### src/rtl/alu_slice_seq_pkg.sv
// rtl/alu_slice_seq_pkg.sv - shared types and helpers for the sliced sequential ALU
package alu_slice_seq_pkg;

  typedef enum logic [3:0] {
    ALU_ADD   = 4'd0,
    ALU_SUB   = 4'd1,
    ALU_PLUS4 = 4'd2,
    ALU_AND   = 4'd3,
    ALU_OR    = 4'd4,
    ALU_XOR   = 4'd5,
    ALU_SLL   = 4'd6,
    ALU_SRL   = 4'd7,
    ALU_SRA   = 4'd8,
    ALU_EQ    = 4'd9,
    ALU_LT    = 4'd10,
    ALU_LTU   = 4'd11
  } cs_alu_op;

  typedef enum logic [1:0] {
    IDLE = 2'd0,
    EXEC = 2'd1,
    DONE = 2'd2
  } alu_seq_state_e;

  // Compare ops produce a single-bit outcome instead of a sliced result.
  function automatic logic is_cmp_op(input cs_alu_op op);
    return (op == ALU_EQ) || (op == ALU_LT) || (op == ALU_LTU);
  endfunction

  // Ops that run the subtract path need the carry chain seeded with 1.
  function automatic logic is_sub_like(input cs_alu_op op);
    return (op == ALU_SUB) || (op == ALU_LT) || (op == ALU_LTU);
  endfunction

endpackage

### src/rtl/alu_slice_seq_if.sv
// rtl/alu_slice_seq_if.sv - request/result handshake bundle of the sliced ALU
interface alu_slice_seq_if
  import alu_slice_seq_pkg::*;
#(
  parameter int XLEN = 32
);

  logic            req_valid_i;
  logic            req_ready_o;
  cs_alu_op        op_i;
  logic            cmp_flip_i;
  logic [XLEN-1:0] a_i;
  logic [XLEN-1:0] b_i;
  logic            res_valid_o;
  logic            res_ready_i;
  logic [XLEN-1:0] result_o;
  logic            cmp_result_o;

  modport slave (
    input  req_valid_i, op_i, cmp_flip_i, a_i, b_i, res_ready_i,
    output req_ready_o, res_valid_o, result_o, cmp_result_o
  );

  modport master (
    output req_valid_i, op_i, cmp_flip_i, a_i, b_i, res_ready_i,
    input  req_ready_o, res_valid_o, result_o, cmp_result_o
  );

endinterface

### src/rtl/alu_slice_seq_dp.sv
// rtl/alu_slice_seq_dp.sv - combinational one-slice datapath of the sliced ALU
module alu_slice_dp
  import alu_slice_seq_pkg::*;
#(
  parameter int SLICE_W = 8
) (
  input  cs_alu_op                     op,
  input  logic [SLICE_W-1:0]           a_s,
  input  logic [SLICE_W-1:0]           b_s,
  input  logic                         carry_i,
  input  logic [SLICE_W-1:0]           fun_hi,
  input  logic [SLICE_W-1:0]           fun_lo,
  input  logic [$clog2(SLICE_W)-1:0]   r,
  output logic [SLICE_W-1:0]           res,
  output logic                         carry_o,
  output logic                         mismatch
);

  logic [SLICE_W:0]     sum_add;
  logic [SLICE_W:0]     sum_sub;
  logic [2*SLICE_W-1:0] fun;
  logic [2*SLICE_W-1:0] fun_r;
  logic [2*SLICE_W-1:0] fun_l;

  // Slice arithmetic, funnel shift and equality per operation.
  always_comb begin
    sum_add  = {1'b0, a_s} + {1'b0, b_s} + {{SLICE_W{1'b0}}, carry_i};
    sum_sub  = {1'b0, a_s} + {1'b0, ~b_s} + {{SLICE_W{1'b0}}, carry_i};
    fun      = {fun_hi, fun_lo};
    fun_r    = fun >> r;
    fun_l    = fun << r;
    mismatch = (a_s != b_s);
    res      = '0;
    carry_o  = 1'b0;
    case (op)
      ALU_ADD, ALU_PLUS4:       {carry_o, res} = sum_add;
      ALU_SUB, ALU_LT, ALU_LTU: {carry_o, res} = sum_sub;
      ALU_AND:                  res = a_s & b_s;
      ALU_OR:                   res = a_s | b_s;
      ALU_XOR:                  res = a_s ^ b_s;
      ALU_SRL, ALU_SRA:         res = fun_r[SLICE_W-1:0];
      ALU_SLL:                  res = fun_l[2*SLICE_W-1:SLICE_W];
      default:                  res = '0;
    endcase
  end

endmodule

### src/rtl/alu_slice_seq.sv
// rtl/alu_slice_seq.sv - multi-cycle ALU processing one operand slice per clock
module alu_slice_seq
  import alu_slice_seq_pkg::*;
#(
  parameter int XLEN    = 32,
  parameter int SLICE_W = 8
) (
  input  logic            clk,
  input  logic            rst,
  alu_slice_seq_if.slave  bus
);

  localparam int NSLICE = XLEN / SLICE_W;
  localparam int CW     = $clog2(NSLICE);
  localparam int SHW    = $clog2(XLEN);
  localparam int RW     = $clog2(SLICE_W);

  alu_seq_state_e  state, state_n;
  logic [CW-1:0]   cnt;
  logic            carry;
  cs_alu_op        op_q;
  logic            flip_q;
  logic [XLEN-1:0] a_q, b_q, result_q;
  logic            cmp_q;

  int              k_idx, q_idx;
  logic [RW-1:0]   r_amt;
  logic            fill;
  logic [SLICE_W-1:0] a_s, b_s, b_eff, fun_hi, fun_lo, slice_res;
  logic            carry_o, mismatch, last, finish, cmp_raw, cmp_now;

  // Out-of-range slice indices read as the fill pattern.
  function automatic logic [SLICE_W-1:0] slice_of(input logic [XLEN-1:0] v, input int idx,
                                                  input logic fill_bit);
    if (idx < 0 || idx >= NSLICE) return {SLICE_W{fill_bit}};
    return v[idx*SLICE_W +: SLICE_W];
  endfunction

  // Select the operand and funnel slices for the current counter value.
  always_comb begin
    k_idx = int'(cnt);
    q_idx = int'(b_q[SHW-1:RW]);
    r_amt = b_q[RW-1:0];
    fill  = (op_q == ALU_SRA) & a_q[XLEN-1];
    a_s   = slice_of(a_q, k_idx, 1'b0);
    b_s   = slice_of(b_q, k_idx, 1'b0);
    b_eff = b_s;
    if (op_q == ALU_PLUS4) b_eff = (cnt == '0) ? SLICE_W'(4) : '0;
    if (op_q == ALU_SLL) begin
      fun_hi = slice_of(a_q, k_idx - q_idx, 1'b0);
      fun_lo = slice_of(a_q, k_idx - q_idx - 1, 1'b0);
    end else begin
      fun_hi = slice_of(a_q, k_idx + q_idx + 1, fill);
      fun_lo = slice_of(a_q, k_idx + q_idx, fill);
    end
  end

  alu_slice_dp #(.SLICE_W(SLICE_W)) u_dp (
    .op       (op_q),
    .a_s      (a_s),
    .b_s      (b_eff),
    .carry_i  (carry),
    .fun_hi   (fun_hi),
    .fun_lo   (fun_lo),
    .r        (r_amt),
    .res      (slice_res),
    .carry_o  (carry_o),
    .mismatch (mismatch)
  );

  // Compare outcome; LT/LTU are only meaningful on the last slice.
  always_comb begin
    last    = (cnt == CW'(NSLICE - 1));
    finish  = last || (op_q == ALU_EQ && mismatch);
    cmp_raw = 1'b0;
    case (op_q)
      ALU_EQ:  cmp_raw = ~mismatch;
      ALU_LT:  cmp_raw = (a_s[SLICE_W-1] != b_s[SLICE_W-1]) ? a_s[SLICE_W-1]
                                                             : slice_res[SLICE_W-1];
      ALU_LTU: cmp_raw = ~carry_o;
      default: cmp_raw = 1'b0;
    endcase
    cmp_now = cmp_raw ^ flip_q;
  end

  // State register.
  always_ff @(posedge clk or posedge rst) begin
    if (rst) state <= IDLE;
    else     state <= state_n;
  end

  // Next state and handshake outputs.
  always_comb begin
    state_n         = state;
    bus.req_ready_o = 1'b0;
    bus.res_valid_o = 1'b0;
    case (state)
      IDLE: begin
        bus.req_ready_o = 1'b1;
        if (bus.req_valid_i) state_n = EXEC;
      end
      EXEC: if (finish) state_n = DONE;
      DONE: begin
        bus.res_valid_o = 1'b1;
        if (bus.res_ready_i) state_n = IDLE;
      end
      default: state_n = IDLE;
    endcase
  end

  // Operand latch, slice counter, carry chain and result assembly.
  always_ff @(posedge clk or posedge rst) begin
    if (rst) begin
      cnt      <= '0;
      carry    <= 1'b0;
      op_q     <= ALU_ADD;
      flip_q   <= 1'b0;
      a_q      <= '0;
      b_q      <= '0;
      result_q <= '0;
      cmp_q    <= 1'b0;
    end else begin
      case (state)
        IDLE: if (bus.req_valid_i) begin
          op_q   <= bus.op_i;
          flip_q <= bus.cmp_flip_i;
          a_q    <= bus.a_i;
          b_q    <= bus.b_i;
          cnt    <= '0;
          carry  <= is_sub_like(bus.op_i);
          cmp_q  <= 1'b0;
        end
        EXEC: begin
          cnt   <= cnt + 1'b1;
          carry <= carry_o;
          if (!is_cmp_op(op_q)) begin
            result_q[k_idx*SLICE_W +: SLICE_W] <= slice_res;
          end else if (finish) begin
            cmp_q    <= cmp_now;
            result_q <= {{(XLEN-1){1'b0}}, cmp_now};
          end
        end
        default: ;
      endcase
    end
  end

  assign bus.result_o     = result_q;
  assign bus.cmp_result_o = cmp_q;

endmodule

### src/flat_wrapper.sv
// flat-port wrapper written by rule: the top's interface ports become plain ports
module alu_slice_seq_flat import alu_slice_seq_pkg::*;
#(
  parameter int XLEN    = 32,
  parameter int SLICE_W = 8
)
  (clk, rst, bus_req_valid_i, bus_op_i, bus_cmp_flip_i, bus_a_i, bus_b_i, bus_res_ready_i, bus_req_ready_o, bus_res_valid_o, bus_result_o, bus_cmp_result_o);
  alu_slice_seq_if #(.XLEN(XLEN)) bus_i ();
  input  logic clk;
  input  logic rst;
  input wire logic [$bits(bus_i.req_valid_i)-1:0] bus_req_valid_i;
  input wire logic [$bits(bus_i.op_i)-1:0] bus_op_i;
  input wire logic [$bits(bus_i.cmp_flip_i)-1:0] bus_cmp_flip_i;
  input wire logic [$bits(bus_i.a_i)-1:0] bus_a_i;
  input wire logic [$bits(bus_i.b_i)-1:0] bus_b_i;
  input wire logic [$bits(bus_i.res_ready_i)-1:0] bus_res_ready_i;
  output wire logic [$bits(bus_i.req_ready_o)-1:0] bus_req_ready_o;
  output wire logic [$bits(bus_i.res_valid_o)-1:0] bus_res_valid_o;
  output wire logic [$bits(bus_i.result_o)-1:0] bus_result_o;
  output wire logic [$bits(bus_i.cmp_result_o)-1:0] bus_cmp_result_o;
  assign bus_i.req_valid_i = bus_req_valid_i;
  assign bus_i.op_i = bus_op_i;
  assign bus_i.cmp_flip_i = bus_cmp_flip_i;
  assign bus_i.a_i = bus_a_i;
  assign bus_i.b_i = bus_b_i;
  assign bus_i.res_ready_i = bus_res_ready_i;
  assign bus_req_ready_o = bus_i.req_ready_o;
  assign bus_res_valid_o = bus_i.res_valid_o;
  assign bus_result_o = bus_i.result_o;
  assign bus_cmp_result_o = bus_i.cmp_result_o;
  alu_slice_seq #(.XLEN(XLEN), .SLICE_W(SLICE_W)) u_core (.clk(clk), .rst(rst), .bus(bus_i));
endmodule
### config.mk
export PLATFORM = sky130hd
export DESIGN_NAME = alu_slice_seq_flat
export DESIGN_NICKNAME = d
export VERILOG_FILES = /design/src/rtl/alu_slice_seq_pkg.sv /design/src/rtl/alu_slice_seq_if.sv /design/src/rtl/alu_slice_seq_dp.sv /design/src/rtl/alu_slice_seq.sv /design/src/flat_wrapper.sv
export SDC_FILE = /design/constraint.sdc
export NUM_CORES = 1
export LEC_CHECK = 0
export ABC_AREA = 1
export BUFFER_PORTS_ARGS = -buffer_cell sky130_fd_sc_hd__buf_2
export CAP_MARGIN = 10
export CORE_MARGIN = 2
export CORE_UTILIZATION = 64
export CTS_CLUSTER_DIAMETER = 50
export CTS_CLUSTER_SIZE = 14
export DETAILED_ROUTE_END_ITERATION = 7
export PLACE_DENSITY = 0.87
export SETUP_SLACK_MARGIN = 0.1
export SYNTH_ARGS = -nofsm -noshare
export SYNTH_HDL_FRONTEND = slang
export SYNTH_SLANG_ARGS = --single-unit
### constraint.sdc
create_clock -name clk -period 12.8 [get_ports clk]
set_clock_uncertainty 0.05 [all_clocks]
set_input_delay 0.64 -clock clk [delete_from_list [all_inputs] [get_ports clk]]
set_output_delay 0.64 -clock clk [all_outputs]
set_load 0.1 [all_outputs]
==> reports/summary.txt, run 1 <==
Status = finished, final reports clean
Clock tree buffer depth = 2
Min Tclk post-route = 5060 ps
Global route overflow = 0
RSZ-0062 raised after global routing = no
Critical Path Start Type = flip-flop
Clk sinks = 107
Min-delay worst type = in2async
Die ar. = 0.0134 mm^2
Via Count = 8376
Crit Path Max Fanout = 23
Most used cell, CP = nand2_1
Fin util = 73.2%
Htree depth = 3
CP max-delay cell = fa_1
FFs w/ async S/R, synth = 100%
Number of distinct library cells after synthesis = 53
Io pins = 108
Synth area leaders = dfrtp_1 34%, nand2_1 19%, o21ai_0 6.8%
First-pass DRT Iterations = 6
Max incr delay on CP = 980 ps
Height of the chip = 116 um
Vias per cell = 5.89
Synth top area share = 33.6%
Worst Slack Setup Final = 7740 ps
CTS tree = done
Final net count = 1363
Seq. cell area = 0.00268 mm^2
Syn. warnings = 0
Peak Freq = 198 MHz
Critical path's top delay family = simple AND/OR/NAND/NOR gates
Setup Buffers After CTS = 0
Post-DR wirelength/cell = 16.8 um
Crit Path Class = reg2reg
Clk Latency, worst-skew pair = 370 ps
CP Capture Type = flip-flop
CP required = 13000 ps
Worst-Margin Slew = 1100 ps
Final Hold Fails = 0
Buffers added on ports = 107
Leading area contributor after synthesis = dfrtp_1
Core Box Area = 0.0121 mm^2
Tcrit/Tclk final = 39.5%
HPWL after detailed placement = 17700 um
Crit-path cells = inv_1, fa_1, inv_6, ha_1, inv_1, a21oi_1, nand2_1, nand2_1, nand2_1, nand2_1, nand2_1, nand2_1, nand2_1, nand3_1, nand3_1, nand3_2, nand3_2, nor2_2, nand2_1, nand2_1, nand3_1, nand3_1, nand2_1
Total GRT Usage = 37.3%
Total CTS buffers = 9
Largest net degree at the start of global routing = 83
Footprint of the multi-input gates = 0.00453 mm^2
Ant diodes = 0
Placer Congestion = 1.03
FP Rows = 40
Final setup fails = 0
Clock Pin Slew Worst Setup and Hold Paths = 80 ps
Post_cts resized = 0
Critical Path Start = u_core.cnt[1]
#FFs+latches synth = 107
# DRC = 0
Sequential-to-total area share from yosys stat = 33.6%
Met1 Usage GRT = 52.4%
First-pass GRT wire length = 38700 um
Die X = 116 um
Initial Utilization = 66.1%
Layout cells sized above 1 = 13.1%
Synthesized area per cell = 6.75 um^2
DP Cell Count = 1407
Global routing's busiest layer = met2
Non-filler cells, final = 1423
FILL cells = 1016
Synth Flop Type = dfrtp_1
Cell Area, Synth = 0.00797 mm^2
Slew HR = 24.5%
DP Worst Slack = 7880 ps
Number of synthesized flops with an enable pin = 0
Root buf cell = clkbuf_16
Max-cap violations = 0
Syn-to-layout area delta = 10.8%
Routed WL = 23900 um
Vias in the first global route = 7821
Synth Net Count = 1293
Worst r2r src = u_core.cnt[1]
Final Max Tran Viols = 0
Syn Inst Count = 1180
Met2 Usage GRT = 56.6%
Worst Path Buf+Inv = 3
Number of antenna violations at the first check in global routing = 0
Worst EP arrival = 5260 ps
Iter 0 DRT Violations = 1122
Hold_buf cts = 0
Remaining antenna violation count = 0
Post-route setup TNS = 0 ps
Global routing usage on met3 = 8.89%
sequential cells by signal, summed over array words and instances, names as in the netlist, 2 cells and up:
name                 flops
u_core.op_q              4
u_core.state             2
u_core.bus.result_o     32
u_core.b_q              32
u_core.a_q              32
u_core.cnt               2
stage by stage:
step	instance area, um^2	hold slack [ps]
after floorplan	7970	394
after global placement	8500	409
after detailed placement	8500	411
after CTS	8830	233
after global routing	8830	250
final	8830	220
layer usage:
| layer | vias to the layer above | share of wire (%) |
|---|---|---|
| met2 | 499 | 45 |
| met3 | 61 | 10 |
| met1 | 3818 | 42 |
| met5 | - | 0 |
| li1 | 3998 | - |
| met4 | 0 | 3.1 |
layout make-up:
type,count,share of cell area [%]
Clock inverter,7,1.11
Multi-Input combinational cell,887,51.3
Clock buffer,9,2.55
Sequential cell,107,30.3
Inverter,133,5.80
Timing Repair Buffer,112,6.49
Tap cell,168,2.38
synthesized netlist by cell type, types with 7 or more instances:
| cell | number |
|---|---|
| buf_2 | 7 |
| inv_1 | 126 |
| nor2_1 | 67 |
| a32oi_1 | 8 |
| o21ai_1 | 28 |
| ha_1 | 34 |
| buf_1 | 9 |
| nand3_1 | 73 |
| nand4_1 | 11 |
| nand2_1 | 395 |
| a21oi_1 | 68 |
| o211ai_1 | 19 |
| o21ai_0 | 108 |
| clkbuf_1 | 28 |
| dfrtp_1 | 107 |
cell families (layout without fill, tap and decap cells):
group	after synthesis	in the layout	synth area share [%]
simple gates	576	576	30.2
compound gates	270	270	19.5
buf+inv	186	261	9.58
flops	107	107	33.6
fa+ha+maj	40	40	6.85
xor+xnor	1	1	0.204
worst paths after layout:
path	endpoint	slack, ps	depth (start not counted)
worst max-delay path	u_core.bus.result_o[0]	7740	23
worst min-delay path	u_core.bus.result_o[27]	220	2
worst max register to register	u_core.bus.result_o[0]	7740	23
worst min register to register	u_core.b_q[6]	430	2
max in group asynchronous	u_core.a_q[20]	11200	3
min in group clk	u_core.state[1]	390	2
layout by cell type, fill, tap and decap left out, types with 3 or more instances in the layout:
master     count
buf_2        107
nand2_1      395
nand4_1       11
a21oi_1       68
or2_2          6
inv_1        124
ha_1          33
inv_2          4
nand3_1       73
clkbuf_16      9
o31ai_1        5
o21ai_1       28
dfrtp_1      107
clkinv_8       5
nand3_2        3
nand2_2        3
nor2_1        67
a221oi_1       3
a22oi_1        3
a32oi_1        8
nor2_2         4
a22o_1         5
nor3_1         4
o22ai_1        6
o211ai_1      19
o21ai_0      108
buf_4          5
fa_1           6
inv_4          3
Power of run 1 is left out: the tool's default activity adds up to more than one toggle a clock period on the data nets, which glitch-free logic cannot reach.
==> run 2, diff against run 1 <==
Settings changed: ABC_AREA 1 to 0, CORE_UTILIZATION 64 to 54, PLACE_DENSITY 0.87 to 0.78.
Clock period 12.8 ns to 4.45 ns, I/O delays scaled along.
==> run 2 against run 1 <==
First-iteration DRC count shrank 13%. Global-route usage decreased by 8.2 points. Worst hold slack got worse by 210 ps. Critical path type unchanged.
==> reports/summary.txt, run 2 <==
Status = finished, final reports clean
Crit-path cells = nand2b_1, or3_1, buf_4, mux2i_1, ha_1, a21oi_1, o21ai_0, a21oi_1, o21ai_1, or3_1, o211a_1, a2111oi_4, or3_1, nand4_1
Footprint of the multi-input gates = 0.00511 mm^2
Remaining antenna violation count = 0
Post-synth top cells = 278 x nand2_1, 107 x dfrtp_1, 72 x o21ai_0
Clock tree buffer depth = 2
Post-route setup TNS = 0 ps
Synthesized area per cell = 8.43 um^2
Most frequent cells in the layout = 277 x nand2_1, 107 x buf_2, 107 x dfrtp_1
Most used cell, CP = or3_1
CP max-delay cell = or3_1
Largest net degree at the start of global routing = 71
Number of distinct library cells after synthesis = 73
RSZ-0062 raised after global routing = yes
Htree depth = 3
Iter 0 DRT Violations = 974
Worst EP arrival = 4270 ps
Cell Area, Synth = 0.00821 mm^2
Critical Path Start = u_core.op_q[0]
Min Tclk post-route = 4060 ps
Final net count = 1210
Crit Path Class = reg2reg
Root buf cell = clkbuf_16
Final Hold Fails = 0
Sequential-to-total area share from yosys stat = 32.6%
Placer Congestion = 0.980
Critical Path Start Type = flip-flop
Synth top area share = 32.6%
Most frequent cell after synthesis = nand2_1
Slew HR = 40.6%
Post-DR wirelength/cell = 18.2 um
Routed WL = 23500 um
Max-cap violations = 0
Via Count = 7835
CP required = 4660 ps
Seq. cell area = 0.00268 mm^2
CP Capture Type = flip-flop
Critical path's top delay family = compound AO/OA/AOI/OAI gates
Synth area leaders = dfrtp_1 33%, nand2_1 13%, mux4_2 8.0%
DR WL met3 = 1700 um
FP Rows = 45
First-pass GRT wire length = 37300 um
Max incr delay on CP = 450 ps
Clock Pin Slew Worst Setup and Hold Paths = 90 ps
Total GRT Usage = 29.1%
Worst Path Buf+Inv = 1
Total CTS buffers = 9
CTS tree = done
#FFs+latches synth = 107
Final Max Tran Viols = 0
Synth Net Count = 1087
Clk sinks = 107
# DRC = 0
Peak Freq = 246 MHz
Number of antenna violations at the first check in global routing = 0
Layout cells sized above 1 = 19.1%
Crit Path Max Fanout = 8
Worst r2r src = u_core.op_q[0]
HPWL after detailed placement = 16900 um
Vias in the first global route = 7193
Core Box Area = 0.0150 mm^2
Hold Startpoint = bus_a_i[23]
Syn. warnings = 0
Global route overflow = 0
Initial Utilization = 54.6%
Die ar. = 0.0162 mm^2
Clk Latency, worst-skew pair = 380 ps
Height of the chip = 127 um
Worst-Margin Slew = 884 ps
Commonest non-fill, non-tap cell in the layout = nand2_1
FFs w/ async S/R, synth = 100%
Min-delay worst type = in2reg
Vias per cell = 6.07
Buffers added on ports = 107
Io pins = 108
Post-Route M1 WL = 10200 um
Final setup fails = 0
R2r setup slk = 390 ps
Leading area contributor after synthesis = dfrtp_1
Tcrit/Tclk final = 91.2%
Syn Inst Count = 974
Ant diodes = 0
First-pass DRT Iterations = 6
Die X = 127 um
FILL cells = 1250
Number of synthesized flops with an enable pin = 0
Syn-to-layout area delta = 17.1%
Synth Flop Type = dfrtp_1
Met2 wire length = 11100 um
Highest routed layer = met4
run 2: per-layer routing:
metal / global-route usage (%) / vias up
met1: 40.7 / 3783
met4: 8.47 / 0
met2: 46.3 / 318
met3: 5.78 / 47
li1: - / 3687
met5: 0 / -
run 2: cell families (layout without fill, tap and decap cells):
group,count (synthesis),count (layout),synth area share (%)
xor+xnor,3,3,0.320
flops,107,107,32.6
fa+ha+maj,40,40,6.64
buf+inv,98,226,5.45
mux,72,72,13.5
simple gates,420,420,22.7
compound gates,234,234,18.8
run 2: path summary, 6_finish.rpt:
check | end | depth (start not counted)
max | u_core.bus.result_o[0] | 14
min | u_core.a_q[23] | 3
max reg2reg | u_core.bus.result_o[0] | 14
min reg2reg | u_core.b_q[18] | 2
max in group asynchronous | u_core.bus.result_o[2] | 4
min in group asynchronous | u_core.b_q[20] | 3
run 2: worst register-to-register path: cells and delay by family, from the launching register on:
kind,cells,cell delay (ps)
AOI/OAI and AO/OA,6,1380
and+or+nand+nor,5,1270
DFF,1,380
buffers and inverters,1,210
adders and majority gates,1,380
muxes,1,270
run 2: per-stage QoR:
| stage | instance area [um^2] | std cells | setup WS, ps | util (%) | hold slack, ps |
|---|---|---|---|---|---|
| 2_1_floorplan | 8220 | 974 | 123 | - | 278 |
| 3_3_place_gp | 8850 | 1230 | 390 | 58.9 | 361 |
| 3_5_place_dp | 8850 | 1230 | 312 | 58.9 | 364 |
| 4_1_cts | 9610 | 1290 | 312 | 63.9 | 0.210 |
| 5_1_grt | 9620 | 1290 | 82.1 | 64.0 | 8.33 |
| 6_report | 9620 | 1290 | 391 | 64.0 | 5.60 |
run 2: timing repair:
item,CTS,global route
gates resized for setup,0,4
hold buffers,44,0
setup endpoints to repair,0,20
hold endpoints to repair,100,0
setup buffers,0,0
run 2: cell type report:
type | instances | area share (%)
clock inverters | 7 | 0.975
well taps | 188 | 2.44
inverters | 37 | 1.47
repair buffers | 173 | 11.9
clock buffers | 9 | 2.34
multi-input cells | 769 | 53.1
flip-flops and latches | 107 | 27.8
Power of run 2 is left out for the same reason.
